File: src/rtl/crush_pkg.sv
`default_nettype none
// ============================================================================
//  Module      : crush_pkg
//  Description : Shared core constants and types: default datapath width,
//                architectural register address width and register count,
//                and the write-back source selector encoding.
//  Revision    : 1.0 - initial release
// ============================================================================
package crush_pkg;

  localparam int XLEN_DEFAULT = 32;
  localparam int REG_ADDR_W   = 5;
  localparam int NUM_REGS     = 32;

  typedef logic [REG_ADDR_W-1:0] reg_addr_t;

  // Which producer owns the write port in a given cycle.
  typedef enum logic [1:0] {
    SRC_NONE = 2'd0,
    SRC_ALU  = 2'd1,
    SRC_LOAD = 2'd2
  } wb_src_e;

endpackage
`default_nettype wire

File: src/rtl/wb_fifo.sv
`default_nettype none
// ============================================================================
//  Module      : wb_fifo
//  Description : Small synchronous FIFO buffering load results ahead of the
//                register-file write port. First-word fall-through: dout
//                always shows the head entry while the FIFO is non-empty.
//  Ports       : clk, reset      - clock, synchronous active-high reset
//                push, din       - enqueue request and data (ignored if full)
//                pop             - dequeue request (ignored if empty)
//                dout            - head entry
//                full, empty     - occupancy flags
//                count           - number of stored entries
//  Revision    : 1.0 - initial release
// ============================================================================
module wb_fifo #(
  parameter int WIDTH = 37,
  parameter int DEPTH = 2
) (
  input  logic                   clk,
  input  logic                   reset,
  input  logic                   push,
  input  logic [WIDTH-1:0]       din,
  input  logic                   pop,
  output logic [WIDTH-1:0]       dout,
  output logic                   full,
  output logic                   empty,
  output logic [$clog2(DEPTH):0] count
);

  localparam int               PTR_W    = $clog2(DEPTH);
  localparam int               CNT_W    = PTR_W + 1;
  localparam logic [PTR_W-1:0] PTR_ONE  = PTR_W'(1);
  localparam logic [CNT_W-1:0] CNT_ONE  = CNT_W'(1);
  localparam logic [CNT_W-1:0] CNT_FULL = CNT_W'(DEPTH);

  logic [WIDTH-1:0] mem [DEPTH];
  logic [PTR_W-1:0] r_wr_ptr;
  logic [PTR_W-1:0] r_rd_ptr;
  logic [CNT_W-1:0] r_count;
  logic             push_ok;
  logic             pop_ok;

  assign full    = (r_count == CNT_FULL);
  assign empty   = (r_count == '0);
  assign count   = r_count;
  assign dout    = mem[r_rd_ptr];
  assign push_ok = push & ~full;
  assign pop_ok  = pop & ~empty;

  // DEPTH is a power of two, so the pointers wrap by plain overflow.
  always_ff @(posedge clk) begin
    if (reset) begin
      r_wr_ptr <= '0;
      r_rd_ptr <= '0;
      r_count  <= '0;
    end else begin
      if (push_ok) r_wr_ptr <= r_wr_ptr + PTR_ONE;
      if (pop_ok)  r_rd_ptr <= r_rd_ptr + PTR_ONE;
      case ({push_ok, pop_ok})
        2'b10:   r_count <= r_count + CNT_ONE;
        2'b01:   r_count <= r_count - CNT_ONE;
        default: r_count <= r_count;
      endcase
    end
  end

  // Storage needs no reset: an entry is only observed after it was written.
  always_ff @(posedge clk) begin
    if (push_ok) mem[r_wr_ptr] <= din;
  end

endmodule
`default_nettype wire

File: src/rtl/regfile_writeback.sv
`default_nettype none
// ============================================================================
//  Module      : regfile_writeback
//  Description : Register-file write-back arbiter with a load-use scoreboard.
//                ALU results have absolute priority; load results are
//                buffered in a small FIFO and drained when the ALU is idle.
//                The single write port is registered. A busy bit per
//                register tracks loads issued but not yet written back.
//  Ports       : clk, reset                 - clock, sync active-high reset
//                alu_valid/alu_rd/alu_data  - ALU result (always accepted)
//                load_valid/load_ready/
//                load_rd/load_data          - load result handshake
//                issue_load/issue_rd        - decode issues a load
//                rs1_addr/rs2_addr          - source operands to check
//                rs1_busy/rs2_busy          - source has a pending load
//                w_enable/w_address/w_data  - register-file write port
//  Revision    : 1.0 - initial release
// ============================================================================
module regfile_writeback
  import crush_pkg::*;
#(
  parameter int XLEN            = XLEN_DEFAULT,
  parameter int LOAD_FIFO_DEPTH = 2
) (
  input  logic            clk,
  input  logic            reset,
  input  logic            alu_valid,
  input  logic [4:0]      alu_rd,
  input  logic [XLEN-1:0] alu_data,
  input  logic            load_valid,
  output logic            load_ready,
  input  logic [4:0]      load_rd,
  input  logic [XLEN-1:0] load_data,
  input  logic            issue_load,
  input  logic [4:0]      issue_rd,
  input  logic [4:0]      rs1_addr,
  input  logic [4:0]      rs2_addr,
  output logic            rs1_busy,
  output logic            rs2_busy,
  output logic            w_enable,
  output logic [4:0]      w_address,
  output logic [XLEN-1:0] w_data
);

  localparam int ENTRY_W = REG_ADDR_W + XLEN;

  // Load FIFO interface
  logic                              fifo_push;
  logic                              fifo_pop;
  logic                              fifo_full;
  logic                              fifo_empty;
  logic [ENTRY_W-1:0]                fifo_din;
  logic [ENTRY_W-1:0]                fifo_dout;
  logic [$clog2(LOAD_FIFO_DEPTH):0]  unused_fifo_count;
  reg_addr_t                         head_rd;
  logic [XLEN-1:0]                   head_data;

  // Write-back selection
  wb_src_e                           src;

  // Registered write port
  logic                              r_we;
  reg_addr_t                         r_wa;
  logic [XLEN-1:0]                   r_wd;
  logic                              r_w_is_load;

  // Scoreboard
  logic [NUM_REGS-1:0]               r_busy;
  logic [NUM_REGS-1:0]               busy_next;

  // --------------------------------------------------------------------------
  // Load buffering. load_ready depends only on registered occupancy and the
  // reset input, never on load_valid.
  // --------------------------------------------------------------------------
  assign load_ready = ~reset & ~fifo_full;
  assign fifo_push  = load_valid & load_ready;
  assign fifo_din   = {load_rd, load_data};
  assign {head_rd, head_data} = fifo_dout;

  wb_fifo #(
    .WIDTH (ENTRY_W),
    .DEPTH (LOAD_FIFO_DEPTH)
  ) u_load_fifo (
    .clk   (clk),
    .reset (reset),
    .push  (fifo_push),
    .din   (fifo_din),
    .pop   (fifo_pop),
    .dout  (fifo_dout),
    .full  (fifo_full),
    .empty (fifo_empty),
    .count (unused_fifo_count)
  );

  // --------------------------------------------------------------------------
  // Source selection: ALU first, then the oldest buffered load.
  // --------------------------------------------------------------------------
  always_comb begin
    src = SRC_NONE;
    if (alu_valid) begin
      src = SRC_ALU;
    end else if (!fifo_empty) begin
      src = SRC_LOAD;
    end
  end

  // The head is consumed whenever it is selected, even when its rd is x0.
  assign fifo_pop = (src == SRC_LOAD);

  // --------------------------------------------------------------------------
  // Registered write port. Writes to x0 are swallowed by forcing the strobe low.
  // --------------------------------------------------------------------------
  always_ff @(posedge clk) begin
    if (reset) begin
      r_we        <= 1'b0;
      r_wa        <= '0;
      r_wd        <= '0;
      r_w_is_load <= 1'b0;
    end else begin
      case (src)
        SRC_ALU: begin
          r_we        <= (alu_rd != '0);
          r_wa        <= alu_rd;
          r_wd        <= alu_data;
          r_w_is_load <= 1'b0;
        end
        SRC_LOAD: begin
          r_we        <= (head_rd != '0);
          r_wa        <= head_rd;
          r_wd        <= head_data;
          r_w_is_load <= 1'b1;
        end
        default: begin
          r_we        <= 1'b0;
          r_w_is_load <= 1'b0;
        end
      endcase
    end
  end

  assign w_enable  = r_we;
  assign w_address = r_wa;
  assign w_data    = r_wd;

  // --------------------------------------------------------------------------
  // Scoreboard. A load write on the port clears its bit at the end of that
  // cycle; a new issue to the same register at the same edge overrides the
  // clear, because the new load is still outstanding. Clearing a bit that is
  // already low is harmless, so loads to non-busy registers need no check.
  // --------------------------------------------------------------------------
  always_comb begin
    busy_next = r_busy;
    if (r_we && r_w_is_load) busy_next[r_wa] = 1'b0;
    if (issue_load)          busy_next[issue_rd] = 1'b1;
    busy_next[0] = 1'b0;
  end

  always_ff @(posedge clk) begin
    if (reset) begin
      r_busy <= '0;
    end else begin
      r_busy <= busy_next;
    end
  end

  assign rs1_busy = r_busy[rs1_addr];
  assign rs2_busy = r_busy[rs2_addr];

endmodule
`default_nettype wire

File: config.mk
export PLATFORM = sky130hd
export DESIGN_NAME = regfile_writeback
export DESIGN_NICKNAME = d
export VERILOG_FILES = /design/src/rtl/crush_pkg.sv /design/src/rtl/wb_fifo.sv /design/src/rtl/regfile_writeback.sv
export SDC_FILE = /design/constraint.sdc
export NUM_CORES = 1
export LEC_CHECK = 0
export CORE_UTILIZATION = 35
export CTS_CLUSTER_DIAMETER = 120
export CTS_CLUSTER_SIZE = 40
export DETAILED_ROUTE_END_ITERATION = 8
export PLACE_DENSITY = 0.61
export REMOVE_ABC_BUFFERS = 1
export SYNTH_ARGS = -nofsm -noshare
export SYNTH_HDL_FRONTEND = slang
export SYNTH_SLANG_ARGS = --single-unit
File: constraint.sdc
create_clock -name clk -period 3.7 [get_ports clk]
set_clock_uncertainty 0.05 [all_clocks]
set_input_delay 0.925 -clock clk [delete_from_list [all_inputs] [get_ports clk]]
set_output_delay 0.925 -clock clk [all_outputs]
set_load 0.05 [all_outputs]
==> summary.md, run 1 <==
| Metric | Value |
|---|---|
| Status | finished, final reports clean |
| Most frequent cells in the layout | clkdlybuf4s50_1 (129), a21oi_1 (77), dfxtp_1 (74), edfxtp_1 (74), nand2_1 (73) |
| Post-Route WL | 16,970 um |
| Sink Count | 149 |
| Seq/Total Area, Yosys | 0.5759 |
| DR WL/cell | between 15 and 20 um |
| CTS Root Buffer Type | clkbuf_16 |
| Vias in the first global route | 5,078 |
| Maximum vdd ir drop | 0.3524 mV |
| Layout area overhead | 32.74% |
| Via density | about 5.2 |
| Fillers | 1,684 |
| Routed Antenna Nets | 0 |
| Largest net degree at the start of global routing | 78 |
| First-pass GRT wire length | approximately 26,000 um |
| P_int | 3532 uW |
| Initial core utilization | 0.3587 |
| Fin crit period | 3.572 ns |
| Core ar. | 18,020 sq um |
| Max Fclk | 0.2800 GHz |
| Post-CTS Hold Fix Bufs | 0 |
| Die Wd | 137.9 um |
| Setup TNS Final | 0 ns |
| Sequential fraction of design power | 0.391 |
| Setup violations, final | 0 |
| Syn Std Cell Area | 6466 sq um |
| Leading cell type in the layout, fill and taps excluded | clkdlybuf4s50_1 |
| Worst hold path class | reg2reg |
| #FFs+latches synth | 149 |
| Setup repair bufs after CTS | 0 |
| Period Utilization, post-route | 0.9653 |
| Worst Max-Slew Pin Slew | 0.9626 ns |
| Switch Pwr | 1669 uW |
| Multi-input gate area | 2495 sq um |
| Clock Power Share | 0.344 |
| Sequential Area | about 3700 sq um |
| CTS buffer count | 17 |
| Ratio of cells with drive above 1 in the final layout | 0.08571 |
| Crit Path Category | in2out |
| Arrival @ worst endpoint | 2.60 ns |
| DRC | 0 |
| RePlAce Congestion | approximately 0.97 |
| Slew HR | 0.3583 |
| Switching part of the total power | 0.3209 |
| CTS tree | done |
| RSZ-0062 raised after global routing | false |
| Power density over cell area | 605.9 nW/um^2 |
| DR iter-0 viols | 338 |
| Worst skew pair latency | 0.42 ns |
| Top Ports | 135 |
| Clock Tree Buf Depth | 2 |
| Post-CTS Resized | 0 |
| Synthesis Warnings | 0 |
| Worst endpoint required time | 2.72 ns |
| Routed vias | 5,060 |
| CP Launch Type | input pin |
| DIE HEIGHT | 137.9 um |
| Leak Pwr | between 0.002 and 0.003 uW |
| Drt first pass iters | 5 |
| Fin. max-slew vios | 0 |
| Cell count after synthesis | around 600 |
| Initial antenna violation count | 2 |
| Max-cap viol count | 0 |
| Die Footprint | 19,020 sq um |
| Gate power share | 0.266 |
| Yosys cell types | 37 |
| Rows | 49 |
| Post-layout util | 0.4762 |
| HPWL after DPL | about 12,000 um |
| H-tree depth | 4 |
| Worst-path clk slew | 0.06 ns |
| Syn avg cell area | 10.81 sq um |
| PortBufs | 134 |
| Max Fanout on Critical Path | 3 |
| Final Hold Fails | 0 |
| Nets | 817 |
| CP Capture Type | output pin |
| GRT Total Usage | 0.1842 |
| Gr ovfl total | 0 |
-- per-stage QoR --
step                cells  hold WS (ns)  setup slack [ns]  cell area (sq um)  power (uW)
floorplan             554        0.4042            0.3991               6222        2951
global placement      932        0.4338            0.1790               7961        3439
detailed placement    932        0.4432            0.1260               7961        3456
CTS                   964        0.4511            0.1229               8578        5249
global route          964        0.4762           0.03790               8578        5451
finish                966        0.4589            0.1283               8583        5201
-- Yosys cell counts --
cell | number | area [sq um]
o21ai_0 | 33 | 165.2
and3_1 | 2 | 12.51
or3b_2 | 1 | 8.760
and3b_1 | 2 | 17.52
mux4_2 | 6 | 135.1
nand2b_1 | 4 | 25.02
nor4_1 | 1 | 6.260
nand3_1 | 9 | 45.04
inv_1 | 5 | 18.77
nor2_1 | 55 | 206.5
edfxtp_1 | 74 | 2222
or4_1 | 1 | 7.510
o211ai_1 | 2 | 15.01
a211o_1 | 36 | 315.3
a22o_1 | 1 | 8.760
a211oi_1 | 5 | 37.54
nand2_1 | 73 | 274.0
nand4_1 | 3 | 18.77
o2111ai_1 | 2 | 17.52
xnor2_1 | 3 | 26.28
buf_2 | 12 | 60.06
ha_1 | 1 | 12.51
clkbuf_1 | 23 | 86.33
or2_1 | 1 | 6.260
xor2_1 | 1 | 8.760
nand3b_1 | 3 | 22.52
a22oi_1 | 4 | 30.03
nor3_1 | 6 | 30.03
buf_4 | 1 | 7.510
nor2b_1 | 4 | 25.02
buf_6 | 8 | 90.09
nor3b_1 | 4 | 30.03
a21oi_1 | 77 | 385.4
nand4b_1 | 2 | 17.52
mux2i_1 | 55 | 550.5
or3_1 | 3 | 18.77
dfxtp_1 | 75 | 1501
-- area by class of cell --
class,count,share of cell area
clock buffers,17,0.04956
well taps,229,0.03338
clock inverters,15,0.02230
repair buffers,149,0.1673
multi-input cells,400,0.2907
flip-flops and latches,149,0.4340
inverters,5,0.002187
diodes,2,0.0005831
-- routing by layer --
metal	routed length (um)	track usage	vias up	share of wire
met2	7976	0.2972	193	0.47
met1	7151	0.2234	2394	0.42
met3	1482	0.06360	35	0.087
met4	357	0.07669	0	0.021
li1	-	-	2438	-
met5	0	0	-	0
-- cell families (layout without fill, tap and decap cells) --
kind of cell,after synthesis,after routing,share of synthesized area
simple gates,174,174,0.1194
compound gates,160,160,0.1507
flops,149,149,0.5759
mux,61,61,0.1060
buf+inv,49,186,0.04064
xor+xnor,4,4,0.005419
fa+ha+maj,1,1,0.001935
other cells,0,2,0
-- flip-flops by register name, summed over array words and instances (netlist names), named ones only --
register,flops
r_busy,31
r_w_is_load,1
u_load_fifo.count,2
u_load_fifo.mem,74
u_load_fifo.r_rd_ptr,1
u_load_fifo.r_wr_ptr,1
w_address,5
w_data,32
w_enable,1
-- critical path, stage by stage --
cell	delay [ns]
clkdlybuf4s50_1	0.56
mux4_2	0.51
nand2b_1	0.15
o211ai_1	0.11
nand4_1	0.13
buf_4	0.21
-- power groups by stage --
stage | registers, uW | clock network, uW | logic [uW]
final | 2030 | 1790 | 1380
after global routing | 2050 | 1890 | 1500
after CTS | 2030 | 1820 | 1390
after detailed placement | 2070 | 0 | 1390
after global placement | 2070 | 0 | 1370
after floorplan | 2310 | 0 | 645
-- path summary, 6_finish.rpt --
| check | startpoint | end | slack [ns] | cells past startpoint |
|---|---|---|---|---|
| setup / recovery | rs2_addr[1] | rs2_busy | 0.13 | 6 |
| hold / removal | r_busy[30] | r_busy[30] | 0.46 | 2 |
| setup reg to reg | u_load_fifo.count[1] | w_data[18] | 1.39 | 5 |
| hold reg to reg | r_busy[30] | r_busy[30] | 0.46 | 2 |
Power figures use the tool's default switching activity.
==> inputs of run 2 (changes only) <==
--- a/config.mk
+++ b/config.mk
@@ -14,3 +14,4 @@
 export SYNTH_ARGS = -nofsm -noshare
 export SYNTH_HDL_FRONTEND = slang
 export SYNTH_SLANG_ARGS = --single-unit
+export TNS_END_PERCENT = 1
==> results of run 2 <==
Final layout, timing and power as in run 1 (identical DEF).
==> inputs of run 3 (changes only) <==
--- a/config.mk
+++ b/config.mk
@@ -5,6 +5,7 @@
 export SDC_FILE = /design/constraint.sdc
 export NUM_CORES = 1
 export LEC_CHECK = 0
+export CORE_MARGIN = 1.5
 export CORE_UTILIZATION = 35
 export CTS_CLUSTER_DIAMETER = 120
 export CTS_CLUSTER_SIZE = 40
==> run 3 against run 2 <==
  * Die area grew 1.5%
  * Worst setup slack lost 0.0016 ns
  * Sequential share of layout area shrank 0.27 points
  * Clock-buffer cell count grew 3
  * Final area grew 0.63%
  * Combinational power is essentially flat
  * Critical path depth is the same
  * Routed wire length is essentially flat
  * Fmax is essentially flat
  * Global-route usage shrank 0.50 points
  * Via count grew 0.22%
  * Critical endpoint unchanged
  * Largest cell class unchanged
==> summary.md, run 3 (same netlist as run 1, synthesis figures left out) <==
| Metric | Value |
|---|---|
| RSZ-0062 raised after global routing | false |
| Design Area, Final | 8637 sq um (+0.63%) |
| Max-cap viol count | 0 (unchanged) |
| Initial antenna violation count | 1 (-1) |
| Placed Instance Area | 7954 sq um (about the same) |
| CTS tree | done |
| First-pass GRT wire length | 27,370 um (+4.8%) |
| Reg-to-Reg Start | u_load_fifo.count[0] |
| Die Wd | 138.9 um (+0.73%) |
| Routed Antenna Nets | 0 (unchanged) |
| Ratio of cells with drive above 1 in the final layout | 0.08311 (-0.002608) |
| Leading cell type in the layout, fill and taps excluded | clkdlybuf4s50_1 |
| CTS Root Buffer Type | clkbuf_16 |
| Clock Tree Buf Depth | 2 (unchanged) |
| Sink Count | 149 (unchanged) |
| Crit path launch | rs2_addr[1] |
| CP peak stage delay | 0.56 ns (about the same) |
| Drt first pass iters | 5 (unchanged) |
| Worst setup margin | 0.1267 ns (-0.001630 ns) |
| Initial core utilization | 0.3587 (unchanged) |
| Setup TNS Final | 0 ns (unchanged) |
| CP Capture Type | output pin |
| Via density | 5.260 (+0.43%) |
| Post-Route WL | 16,970 um (about the same) |
| GRT Total Usage | 0.1792 (-0.005023) |
| DIE HEIGHT | 138.9 um (+0.73%) |
| Worst hold path class | reg2reg |
| H-tree depth | 4 (unchanged) |
| Hold wc startpoint | r_busy[24] |
| HPWL after DPL | 11,730 um (+0.91%) |
| Fin crit period | 3.573 ns (+0.001630 ns) |
| Worst-path clk slew | 0.06 ns (about the same) |
| DR WL/cell | 17.60 um (+0.20%) |
| Layout area overhead | 33.57% |
| Rows | 49 (unchanged) |
| Vias in the first global route | 5,296 (+4.3%) |
| Status | finished, final reports clean |
| Max FFs per register | 74 (unchanged) |
| Top Ports | 135 (unchanged) |
| PortBufs | 134 (unchanged) |
| Final Hold Fails | 0 (unchanged) |
| Power density over cell area | 620.5 nW/um^2 (+2.4%) |
| Max Fanout on Critical Path | 3 (unchanged) |
| Leak Pwr | 0.003031 uW (+1.8%) |
| Fillers | 1,642 (-2.5%) |
| Worst endpoint required time | 2.72 ns (about the same) |
| Largest reg by FF count | u_load_fifo.mem |
| Nets | 816 (-0.12%) |
| Largest net degree at the start of global routing | 78 (unchanged) |
| Most frequent cells in the layout | clkdlybuf4s50_1 (126), a21oi_1 (77), dfxtp_1 (74), edfxtp_1 (74), nand2_1 (73) |
| Setup repair bufs after CTS | 0 (unchanged) |
| Post-layout util | 0.4792 (+0.002985) |
| Slew HR | 0.3882 (+0.02995) |
| Crit Path Category | in2out |
| Period Utilization, post-route | 0.9658 (about the same) |
| Core ar. | 18,020 sq um (unchanged) |
| RePlAce Congestion | 0.9305 (-4.0%) |
| Post-Place Worst Slack | 0.1005 ns (-0.02551 ns) |
| Worst skew pair latency | 0.41 ns (about the same) |
| DR iter-0 viols | 308 (-8.9%) |
| Die Footprint | 19,300 sq um (+1.5%) |
| Setup violations, final | 0 (unchanged) |
| Slowest CP cell | clkdlybuf4s50_1 |
| Arrival @ worst endpoint | 2.60 ns (about the same) |
| Routed vias | 5,071 (+0.22%) |
| Gr ovfl total | 0 (unchanged) |
| Crit path cell chain | clkdlybuf4s50_1, mux4_2, nand2b_1, o211ai_1, nand4_1, buf_4 |
| Worst Max-Slew Pin Slew | 0.9177 ns (-0.04493 ns) |
| CTS buffer count | 17 (unchanged) |
| Fin. max-slew vios | 0 (unchanged) |
| CP Launch Type | input pin |
| DRC | 0 (unchanged) |
| Max Fclk | 0.2799 GHz (about the same) |
| Maximum vdd ir drop | 0.3277 mV (-7.0%) |
## run 3: changes by cell type in the layout (fill, tap and decap cells not counted)
cell,before,now
dlymetal6s2s_1,0,3
clkinv_2,1,0
clkbuf_1,0,1
clkdlybuf4s50_1,129,126
clkinvlp_4,2,0
bufinv_16,3,5
inv_8,1,2
diode_2,2,1
clkbuf_8,0,2
buf_4,18,17
inv_6,5,2
## run 3: report_power, final
group	internal, uW	switching (uW)
Sequential	1890	165
Combinational	564	800
Clock	1250	689
## run 3: metrics by stage
step           power, uW  hold WS (ns)  std cells
3_3_place_gp        3438        0.4369        931
5_1_grt             5611        0.4582        963
3_5_place_dp        3464        0.4353        931
4_1_cts             5401        0.4440        963
2_1_floorplan       2951        0.4042        554
6_report            5359        0.4481        964
## run 3: worst max-delay path: cells and delay by family
kind	cells	cell delay (ns)
mux	1	0.51
compound gates	1	0.11
buf+inv	2	0.77
simple gates	2	0.28
## run 3: repair_timing
item                                    in CTS  in global routing
hold buffers                                 0                  0
gates resized for setup                      0                  3
endpoints found under the setup margin       0                  2
## run 3: final cells by class
class,count,area (sq um),area share
repair buffers,148,1436,0.1663
clock inverters,12,216.5,0.02506
multi-input cells,400,2495,0.2889
clock buffers,20,456.7,0.05288
flip-flops and latches,149,3725,0.4313
inverters,5,18.77,0.002173
diodes,1,2.502,0.0002897
well taps,229,286.5,0.03317
## run 3: path summary, 6_finish.rpt
kind | end | cells past startpoint | slack (ns)
worst min register to register | r_busy[24] | 2 | 0.45
worst min-delay path | r_busy[24] | 2 | 0.45
worst max-delay path | rs2_busy | 6 | 0.13
worst max register to register | u_load_fifo.mem[1][2] | 4 | 1.61
## run 3: per-layer routing
metal	GRT usage	part of all wire	vias to the layer above
li1	-	-	2423
met1	0.2182	0.42	2420
met2	0.2999	0.48	203
met3	0.06043	0.084	25
met4	0.05647	0.016	0
met5	0	0	-
